$ cat src/rtl/alu_result_stage_if.sv
// alu_result_stage_if: upstream/downstream handshake bundle for alu_result_stage.
interface alu_result_stage_if #(
   parameter int unsigned W     = 32,
   parameter int unsigned CNT_W = 16
);
   logic             in_valid;
   logic             in_ready;
   logic [W-1:0]     in_result;
   logic [2:0]       in_select;
   logic             in_cout;
   logic             in_ovf;
   logic             out_valid;
   logic             out_ready;
   logic [W-1:0]     out_result;
   logic [2:0]       out_select;
   logic             out_zero;
   logic             out_neg;
   logic             out_carry;
   logic             out_ovf;
   logic [1:0]       level;
   logic [CNT_W-1:0] accepted;

   modport slave (
      input  in_valid, in_result, in_select, in_cout, in_ovf, out_ready,
      output in_ready, out_valid, out_result, out_select,
             out_zero, out_neg, out_carry, out_ovf, level, accepted
   );

   modport master (
      output in_valid, in_result, in_select, in_cout, in_ovf, out_ready,
      input  in_ready, out_valid, out_result, out_select,
             out_zero, out_neg, out_carry, out_ovf, level, accepted
   );
endinterface

$ cat src/rtl/alu_result_stage.sv
// alu_result_stage: registered ALU result stage with 2-entry valid/ready FIFO,
// push-time status flags and a saturating accepted-push counter.
// Optional feature macro: ALU_RESULT_FLAGS_EN (flag storage; flags read 0 when undefined).
module alu_result_stage #(
   parameter int unsigned W     = 32,
   parameter int unsigned CNT_W = 16
) (
   input  logic                clk,
   input  logic                rst,
   alu_result_stage_if.slave   bus
);
   localparam logic [2:0]       SEL_ADD = 3'b010;
   localparam logic [2:0]       SEL_SUB = 3'b100;
   localparam logic [CNT_W-1:0] CNT_MAX = {CNT_W{1'b1}};

   typedef enum logic [1:0] {
      ST_EMPTY = 2'd0,
      ST_ONE   = 2'd1,
      ST_FULL  = 2'd2
   } state_t;

   state_t           state_q, state_d;
   logic             push_c, pop_c, in_ready_c, out_valid_c;
   logic             rd_ptr_q, rd_ptr_d, wr_ptr_q, wr_ptr_d;
   logic [W-1:0]     res_q [2];
   logic [W-1:0]     res_d [2];
   logic [2:0]       sel_q [2];
   logic [2:0]       sel_d [2];
   logic [W-1:0]     out_result_q, out_result_d;
   logic [2:0]       out_select_q, out_select_d;
   logic [CNT_W-1:0] accepted_q, accepted_d;
`ifdef ALU_RESULT_FLAGS_EN
   // flag order: {zero, neg, carry, ovf}
   logic [3:0]       flg_q [2];
   logic [3:0]       flg_d [2];
   logic [3:0]       out_flg_q, out_flg_d;
   logic [3:0]       new_flg_c;
   logic             arith_c;
`endif

   // Occupancy state register.
   always_ff @(posedge clk or posedge rst) begin
      if (rst) state_q <= ST_EMPTY;
      else     state_q <= state_d;
   end

   // Occupancy next-state: simultaneous push and pop leaves the level unchanged.
   always_comb begin
      state_d = state_q;
      case (state_q)
         ST_EMPTY: if (push_c) state_d = ST_ONE;
         ST_ONE: begin
            if (push_c && !pop_c)      state_d = ST_FULL;
            else if (!push_c && pop_c) state_d = ST_EMPTY;
         end
         ST_FULL:  if (pop_c) state_d = ST_ONE;
         default:  state_d = ST_EMPTY;
      endcase
   end

   // Handshake decode from registered state only.
   always_comb begin
      in_ready_c  = 1'b0;
      out_valid_c = 1'b0;
      in_ready_c  = (state_q != ST_FULL);
      out_valid_c = (state_q != ST_EMPTY);
      push_c      = bus.in_valid && in_ready_c;
      pop_c       = out_valid_c && bus.out_ready;
   end

   // FIFO storage, pointers, head capture and counter next values.
   always_comb begin
      res_d        = res_q;
      sel_d        = sel_q;
      wr_ptr_d     = wr_ptr_q;
      rd_ptr_d     = rd_ptr_q;
      out_result_d = out_result_q;
      out_select_d = out_select_q;
      accepted_d   = accepted_q;
`ifdef ALU_RESULT_FLAGS_EN
      flg_d        = flg_q;
      out_flg_d    = out_flg_q;
      arith_c      = (bus.in_select == SEL_ADD) || (bus.in_select == SEL_SUB);
      new_flg_c    = {(bus.in_result == '0), bus.in_result[W-1],
                      arith_c && bus.in_cout, arith_c && bus.in_ovf};
`endif
      if (push_c) begin
         res_d[wr_ptr_q] = bus.in_result;
         sel_d[wr_ptr_q] = bus.in_select;
`ifdef ALU_RESULT_FLAGS_EN
         flg_d[wr_ptr_q] = new_flg_c;
`endif
         wr_ptr_d        = ~wr_ptr_q;
         if (accepted_q != CNT_MAX) accepted_d = accepted_q + CNT_W'(1);
      end
      if (pop_c) rd_ptr_d = ~rd_ptr_q;
      // Head registers follow the next head entry; they hold when the FIFO drains.
      if (state_d != ST_EMPTY) begin
         out_result_d = res_d[rd_ptr_d];
         out_select_d = sel_d[rd_ptr_d];
`ifdef ALU_RESULT_FLAGS_EN
         out_flg_d    = flg_d[rd_ptr_d];
`endif
      end
   end

   // Datapath registers; reset discards buffered entries.
   always_ff @(posedge clk or posedge rst) begin
      if (rst) begin
         res_q        <= '{default: '0};
         sel_q        <= '{default: '0};
         wr_ptr_q     <= 1'b0;
         rd_ptr_q     <= 1'b0;
         out_result_q <= '0;
         out_select_q <= '0;
         accepted_q   <= '0;
`ifdef ALU_RESULT_FLAGS_EN
         flg_q        <= '{default: '0};
         out_flg_q    <= '0;
`endif
      end else begin
         res_q        <= res_d;
         sel_q        <= sel_d;
         wr_ptr_q     <= wr_ptr_d;
         rd_ptr_q     <= rd_ptr_d;
         out_result_q <= out_result_d;
         out_select_q <= out_select_d;
         accepted_q   <= accepted_d;
`ifdef ALU_RESULT_FLAGS_EN
         flg_q        <= flg_d;
         out_flg_q    <= out_flg_d;
`endif
      end
   end

   assign bus.in_ready   = in_ready_c;
   assign bus.out_valid  = out_valid_c;
   assign bus.level      = state_q;
   assign bus.accepted   = accepted_q;
   assign bus.out_result = out_result_q;
   assign bus.out_select = out_select_q;
`ifdef ALU_RESULT_FLAGS_EN
   assign bus.out_zero   = out_flg_q[3];
   assign bus.out_neg    = out_flg_q[2];
   assign bus.out_carry  = out_flg_q[1];
   assign bus.out_ovf    = out_flg_q[0];
`else
   assign bus.out_zero   = 1'b0;
   assign bus.out_neg    = 1'b0;
   assign bus.out_carry  = 1'b0;
   assign bus.out_ovf    = 1'b0;
`endif
endmodule

$ cat src/flat_wrapper.sv
// flat-port wrapper written by rule: the top's interface ports become plain ports
module alu_result_stage_flat 
#(
   parameter int unsigned W     = 32,
   parameter int unsigned CNT_W = 16
)
  (clk, rst, bus_in_valid, bus_in_result, bus_in_select, bus_in_cout, bus_in_ovf, bus_out_ready, bus_in_ready, bus_out_valid, bus_out_result, bus_out_select, bus_out_zero, bus_out_neg, bus_out_carry, bus_out_ovf, bus_level, bus_accepted);
  alu_result_stage_if #(.W(W), .CNT_W(CNT_W)) bus_i ();
  input  logic clk;
  input  logic rst;
  input wire logic [$bits(bus_i.in_valid)-1:0] bus_in_valid;
  input wire logic [$bits(bus_i.in_result)-1:0] bus_in_result;
  input wire logic [$bits(bus_i.in_select)-1:0] bus_in_select;
  input wire logic [$bits(bus_i.in_cout)-1:0] bus_in_cout;
  input wire logic [$bits(bus_i.in_ovf)-1:0] bus_in_ovf;
  input wire logic [$bits(bus_i.out_ready)-1:0] bus_out_ready;
  output wire logic [$bits(bus_i.in_ready)-1:0] bus_in_ready;
  output wire logic [$bits(bus_i.out_valid)-1:0] bus_out_valid;
  output wire logic [$bits(bus_i.out_result)-1:0] bus_out_result;
  output wire logic [$bits(bus_i.out_select)-1:0] bus_out_select;
  output wire logic [$bits(bus_i.out_zero)-1:0] bus_out_zero;
  output wire logic [$bits(bus_i.out_neg)-1:0] bus_out_neg;
  output wire logic [$bits(bus_i.out_carry)-1:0] bus_out_carry;
  output wire logic [$bits(bus_i.out_ovf)-1:0] bus_out_ovf;
  output wire logic [$bits(bus_i.level)-1:0] bus_level;
  output wire logic [$bits(bus_i.accepted)-1:0] bus_accepted;
  assign bus_i.in_valid = bus_in_valid;
  assign bus_i.in_result = bus_in_result;
  assign bus_i.in_select = bus_in_select;
  assign bus_i.in_cout = bus_in_cout;
  assign bus_i.in_ovf = bus_in_ovf;
  assign bus_i.out_ready = bus_out_ready;
  assign bus_in_ready = bus_i.in_ready;
  assign bus_out_valid = bus_i.out_valid;
  assign bus_out_result = bus_i.out_result;
  assign bus_out_select = bus_i.out_select;
  assign bus_out_zero = bus_i.out_zero;
  assign bus_out_neg = bus_i.out_neg;
  assign bus_out_carry = bus_i.out_carry;
  assign bus_out_ovf = bus_i.out_ovf;
  assign bus_level = bus_i.level;
  assign bus_accepted = bus_i.accepted;
  alu_result_stage #(.W(W), .CNT_W(CNT_W)) u_core (.clk(clk), .rst(rst), .bus(bus_i));
endmodule
$ cat config.mk
export PLATFORM = sky130hd
export DESIGN_NAME = alu_result_stage_flat
export DESIGN_NICKNAME = d
export VERILOG_FILES = /design/src/rtl/alu_result_stage_if.sv /design/src/rtl/alu_result_stage.sv /design/src/flat_wrapper.sv
export SDC_FILE = /design/constraint.sdc
export NUM_CORES = 1
export LEC_CHECK = 0
export BUFFER_PORTS_ARGS = -buffer_cell sky130_fd_sc_hd__buf_2
export CAP_MARGIN = 20
export CELL_PAD_IN_SITES_DETAIL_PLACEMENT = 1
export CELL_PAD_IN_SITES_GLOBAL_PLACEMENT = 1
export CORE_AREA = 3 3 130 132
export CTS_BUF_LIST = sky130_fd_sc_hd__clkbuf_8
export DETAILED_ROUTE_END_ITERATION = 8
export DIE_AREA = 0 0 133 135
export GPL_TIMING_DRIVEN = 0
export PLACE_DENSITY_LB_ADDON = 0.05
export SLEW_MARGIN = 20
export SYNTH_ARGS = -nofsm -noshare
export SYNTH_HDL_FRONTEND = slang
export SYNTH_SLANG_ARGS = --single-unit
export TNS_END_PERCENT = 30
$ cat constraint.sdc
create_clock -name clk -period 6.43 [get_ports clk]
set_input_delay 1.286 -clock clk [delete_from_list [all_inputs] [get_ports clk]]
set_output_delay 1.286 -clock clk [all_outputs]
set_load 0.005 [all_outputs]
== Word level (Yosys, flattened, before mapping) ==
Index checks and enable logic that the tools add are counted.

* $add $sub $neg: 1
* Order comparisons: 3
* Equality and inequality tests: 4
* Muxes and demuxes: 20
* Bitwise gates (word level): 4
* Reductions and logical operators: 11

{| class="wikitable"
|+ Operators with widths
! operator !! number
|-
| $mux W32 || 4
|-
| $bwmux W64 || 1
|-
| $mux W64 || 1
|-
| $demux W32 S1 || 1
|-
| $add A16 B1 Y16 const B || 1
|-
| $ne A16 B16 Y1 const B || 1
|-
| $mux W3 || 4
|-
| $mux W2 || 4
|-
| $bwmux W6 || 1
|-
| $mux W6 || 1
|-
| $pmux W2 S3 || 1
|-
| $logic_and A1 B1 Y1 || 5
|-
| $ge A2 B2 Y1 const B || 2
|-
| $not A1 Y2 || 2
|-
| $reduce_bool A2 Y1 || 2
|-
| $demux W3 S1 || 1
|-
| $eq A2 B1 Y1 const B || 1
|-
| $eq A2 B2 Y1 const B || 1
|-
| $logic_not A1 Y1 || 2
|-
| $logic_not A2 Y1 || 1
|-
| $lt A2 B1 Y1 const B || 1
|-
| $ne A2 B2 Y1 const B || 1
|-
| $not A1 Y1 || 2
|-
| $reduce_and A2 Y1 || 1
|-
| $mux W1 || 1
|}

* Flip-flop bits (word level): 125
* Input bits: 41
* Output and inout port bits: 59
* Logic and storage cells: 53

== Logic depth before layout (Yosys ltp) ==
* Depth after elaboration: 10
* Depth in mapped cells: 8
* Gate-level depth less buffers: 5

== Worst setup path after synthesis ==
No wires, ideal clock.

* Kind: input to register
* Start point: input bus_in_valid
* End point: register u_core.out_result_q[0], in the netlist u_core.bus.out_result[0]
* Setup time: 92 ps
* Arrival time: 2660 ps
* Required time: 6338 ps
* Path slack: 3678 ps
* Cell stages on the path: 8
* Path buffers: 4
* Cell sequence: buf_6 > or3b_1 > a21o_1 > buf_6 > and3_4 > buf_6 > buf_6 > o31ai_2

* Cells in the longest elaborated chain, start to end: 7
* Elaborated cells on any way between the ends: 13
* Those cells by class: mux (8); reduce/logical (5)

{| class="wikitable"
|+ RTL lines
! element !! RTL line !! source
|-
| start: declaration || flat_wrapper.sv:11 || <nowiki>input wire logic [$bits(bus_i.in_valid)-1:0] bus_in_valid;</nowiki>
|-
| $logic_and A1 B1 Y1 * || alu_result_stage.sv:67 || <nowiki>push_c = bus.in_valid && in_ready_c;</nowiki>
|-
| $logic_not A1 Y1 || alu_result_stage.sv:54 || <nowiki>else if (!push_c && pop_c) state_d = ST_EMPTY;</nowiki>
|-
| $logic_and A1 B1 Y1 || alu_result_stage.sv:54 ||
|-
| $mux W2 || alu_result_stage.sv:54 ||
|-
| $mux W2 || alu_result_stage.sv:53 || <nowiki>if (push_c && !pop_c) state_d = ST_FULL;</nowiki>
|-
| $pmux W2 S3 || alu_result_stage.sv:50 || <nowiki>case (state_q)</nowiki>
|-
| $reduce_bool A2 Y1 || alu_result_stage.sv:98 || <nowiki>if (state_d != ST_EMPTY) begin</nowiki>
|-
| end signal: assignment || alu_result_stage.sv:126 || <nowiki>out_result_q <= out_result_d;</nowiki>
|-
| end: declaration || alu_result_stage.sv:29 || <nowiki>logic [W-1:0] out_result_q, out_result_d;</nowiki>
|}

Every way passes the cells marked *; elsewhere a longest branch is shown, timed or not. The select of a mux whose other input is x is not followed.
A chain may end at the register's enable or synchronous reset.

== Final worst setup path ==
* Start point: register u_core.state_q[0], in the netlist u_core.bus.level[0]
* End point: output bus_in_ready

* Cells in the longest elaborated chain, start to end: 1

{| class="wikitable"
|+ RTL lines
! element !! RTL line !! source
|-
| start: declaration || alu_result_stage.sv:22 || <nowiki>state_t state_q, state_d;</nowiki>
|-
| start signal: assignment || alu_result_stage.sv:44 || <nowiki>else state_q <= state_d;</nowiki>
|-
| $ne A2 B2 Y1 || alu_result_stage.sv:65 || <nowiki>in_ready_c = (state_q != ST_FULL);</nowiki>
|-
| end: declaration || flat_wrapper.sv:17 || <nowiki>output wire logic [$bits(bus_i.in_ready)-1:0] bus_in_ready;</nowiki>
|}

No other way between the ends.

==> results.py <==
metrics = {
    "clock_tree": {
        "hold_buffers": 0,
        "cts_inserted_buffers": 17,
        "root_buffer": "clkbuf_8",
        "clock-sinks": 125,
        "cts_resized": 0,
        "clk_latency_ns": 0.46,
        "postCtsSetupRepairBufs": 0,
        "htree_levels": 4,
        "cts_tree": "yes",
        "cts.clk_slew.worst_paths_ns": 0.07,
        "clk_path_buf_depth": 2,
    },
    "power_and_ir_drop": {
        "p_per_area_nw_per_um2": 434,
        "leakage_nw": 3.73,
        "ir_drop_mv": 0.192,
    },
    "sta": {
        "finalHoldViolations": 0,
        "max_freq_ghz": 0.297,
        "fin_crit_ns": 3.37,
        "fin_setup_tns_ns": 0,
        "setup_violations": 0,
        "tightest_slew_ns": 0.686,
        "fin_crit_sh_pct": 52.4,
        "relSlewSlack_pct": 54.3,
        "fin_skew_ns": 0.0108,
        "fin_ws_ns": 3.06,
        "slew_violations": 0,
        "grt_setup_unrepaired": "false",
    },
    "routing": {
        "viasPerCell": 5.63,
        "vias": 4983,
        "drc": 0,
        "routed_wl_mm": 18.8,
        "antenna_left": 0,
        "wl_per_cell_microns": 21.2,
        "drt_pass1_iterations": 4,
        "drt_iter0_drc": 329,
    },
    "critical_path": {
        "crit_type": "register to output pin",
        "worstPathRequired_ns": 5.14,
        "reg2reg_to": "u_core.bus.out_result[16]",
        "r2r_slack_ns": 4.03,
        "critPathMaxFanout": 10,
        "worst_r2r_startpoint": "u_core.bus.level[1]",
        "crit_path_end_kind": "output pin",
        "cp.arrival_ns": 2.09,
        "crit_path_start_kind": "register",
        "r2r_cells": 6,
    },
    "grt": {
        "grt_use_total_pct": 21.5,
        "grt_pass1_vias": 5511,
        "grt_max_degree": 96,
        "antenna_found_initial": 0,
        "grt-ovfl-total": 0,
        "grt_pass1_wl_mm": 30.1,
    },
    "floorplan": {
        "initial_core_util_pct": 37.6,
        "core_area_sq_um": 15800,
        "die_h_microns": 135,
        "die_w_microns": 133,
        "num_rows": 46,
        "io_pins": 100,
        "dieArea_sq_um": 18000,
    },
    "yosys": {
        "yosysSeqAreaShare_pct": 52.6,
        "synth_area_sq_um": 5940,
        "yosys_most_used_dff": "dfrtp_1",
        "postSynthCellCount": 540,
        "netlist-cell-type-count": 41,
        "yosys_warnings": 0,
        "synth_edf_count": 0,
        "avgSynthCellArea_sq_um": 11.0,
        "ys_ff_latch": 125,
        "async_flop_share_pct": 100,
    },
    "worst_hold_path": {
        "min_to": "u_core.res_q[5]",
        "hold_path_class": "register to register",
        "hold_depth": 1,
        "min_from": "u_core.res_q[5]",
    },
    "layout": {
        "drive_gt1_share_pct": 23.4,
        "nFillCells": 1800,
        "area_delta_synth_final_pct": 20.3,
        "instances_no_fill": 885,
        "nets": 697,
    },
    "placed_design": {
        "place_congestion": 0.779,
        "place_inst": 852,
        "io_buffers": 92,
        "place_ws_ns": 3.15,
        "place_hpwl_mm": 12.7,
    },
    "run": {
        "maxCapViolations": 0,
    },
    "outcome": {
        "status": "finished, final reports clean",
    },
}
-- routing by layer --
metal	global-route usage [%]	wire length, microns
met1	28.4	8230
met2	35.9	9460
met3	4.32	870
met4	6.64	199
met5	0	0
-- cell usage after synthesis (3+ instances only) --
cell type,count,area share [%]
dfrtp_1,125,53
and3_1,73,7.7
a21o_1,72,9.1
a211oi_1,70,8.8
clkbuf_1,42,2.7
nand4_1,41,4.3
o31ai_1,25,3.2
nand2_1,13,0.82
o31ai_2,10,2.1
xor2_1,8,1.2
nor3_1,7,0.59
buf_6,6,1.1
mux2_2,5,0.95
buf_4,4,0.51
nand3_1,4,0.34
buf_1,3,0.19
inv_1,3,0.19
-- cell type report --
type,instances,area [sq um],share of cell area (%)
tap,216,270,3.78
clock buffer,25,344,4.81
antenna,1,2.50,0.0350
buffer,57,277,3.87
timing repair buffer,93,488,6.82
multi-input combinational,357,2540,35.5
clock inverter,7,82.6,1.15
sequential,125,3130,43.7
inverter,4,22.5,0.315
-- worst max path at each step --
stage,start,end,slack (ns),cells after the start
after floorplan,rst,u_core.bus.accepted[0],1.82,1
final,u_core.bus.level[0],bus_in_ready,3.06,4
after CTS,u_core.bus.level[0],bus_in_ready,3.00,4
after detailed placement,bus_out_ready,u_core.bus.out_result[18],3.15,7
after global routing,u_core.bus.level[0],bus_in_ready,2.89,4
after global placement,rst,u_core.bus.out_result[4],0.13,2
-- stage by stage --
| step | util (%) | hold WS (ns) | total power, mW | instance area [sq um] |
|---|---|---|---|---|
| final | 45.2 | 0.479 | 3.10 | 7150 |
| after CTS | 45.2 | 0.482 | 3.14 | 7150 |
| after global placement | 42.2 | 0.458 | 2.33 | 6690 |
| after global routing | 45.2 | 0.500 | 3.32 | 7150 |
| after detailed placement | 42.5 | 0.466 | 2.39 | 6720 |
| after floorplan | - | 0.450 | 1.95 | 5960 |
-- registers in the layout, indices dropped and copies added (netlist names) --
signal	cells
u_core.wr_ptr_q	1
u_core.rd_ptr_q	1
u_core.bus.out_select	3
u_core.sel_q	6
u_core.bus.out_result	32
u_core.bus.accepted	16
u_core.bus.level	2
u_core.res_q	64
-- placed cells by master, fill, tap and decap left out, types with 2 or more instances in the layout --
master / n
and3_1: 73
a21o_1: 72
buf_4: 4
buf_6: 6
bufinv_16: 2
xnor2_1: 2
clkinv_2: 3
a211oi_1: 70
nor3b_1: 2
a31oi_1: 2
buf_1: 3
nand2_1: 13
inv_1: 4
xor2_1: 8
clkbuf_8: 25
nand3_1: 4
o31ai_1: 25
conb_1: 4
o21ai_0: 2
nor3_1: 7
dfrtp_1: 125
nand4_1: 41
buf_2: 94
clkbuf_1: 42
mux2_2: 5
o31ai_2: 10
-- critical path, cell delays in order (launching register included) --
cell and delay [ns]:
dfrtp_1 0.43, nand2b_1 0.29, buf_2 0.28, clkbuf_1 0.42, buf_2 0.21
-- power by group --
| part | switching (mW) | leakage [nW] | internal [mW] |
|---|---|---|---|
| Combinational | 0.616 | 1.94 | 0.477 |
| Sequential | 0.188 | 1.56 | 1.08 |
| Clock | 0.316 | 0.230 | 0.423 |
-- kinds of logic (layout without fill, tap and decap cells) --
group                      count (synthesis)  after routing  synth area share [%]
buffers and inverters                     61            186                  4.90
muxes                                      6              6                  1.12
other                                      1              5                0.0631
adders and majority gates                  1              1                 0.210
AOI/OAI and AO/OA                        182            182                  23.7
xor gates and xnor gates                  11             11                  1.75
DFF                                      125            125                  52.6
and+or+nand+nor                          153            153                  15.7
(Power assumes the default switching activity.)
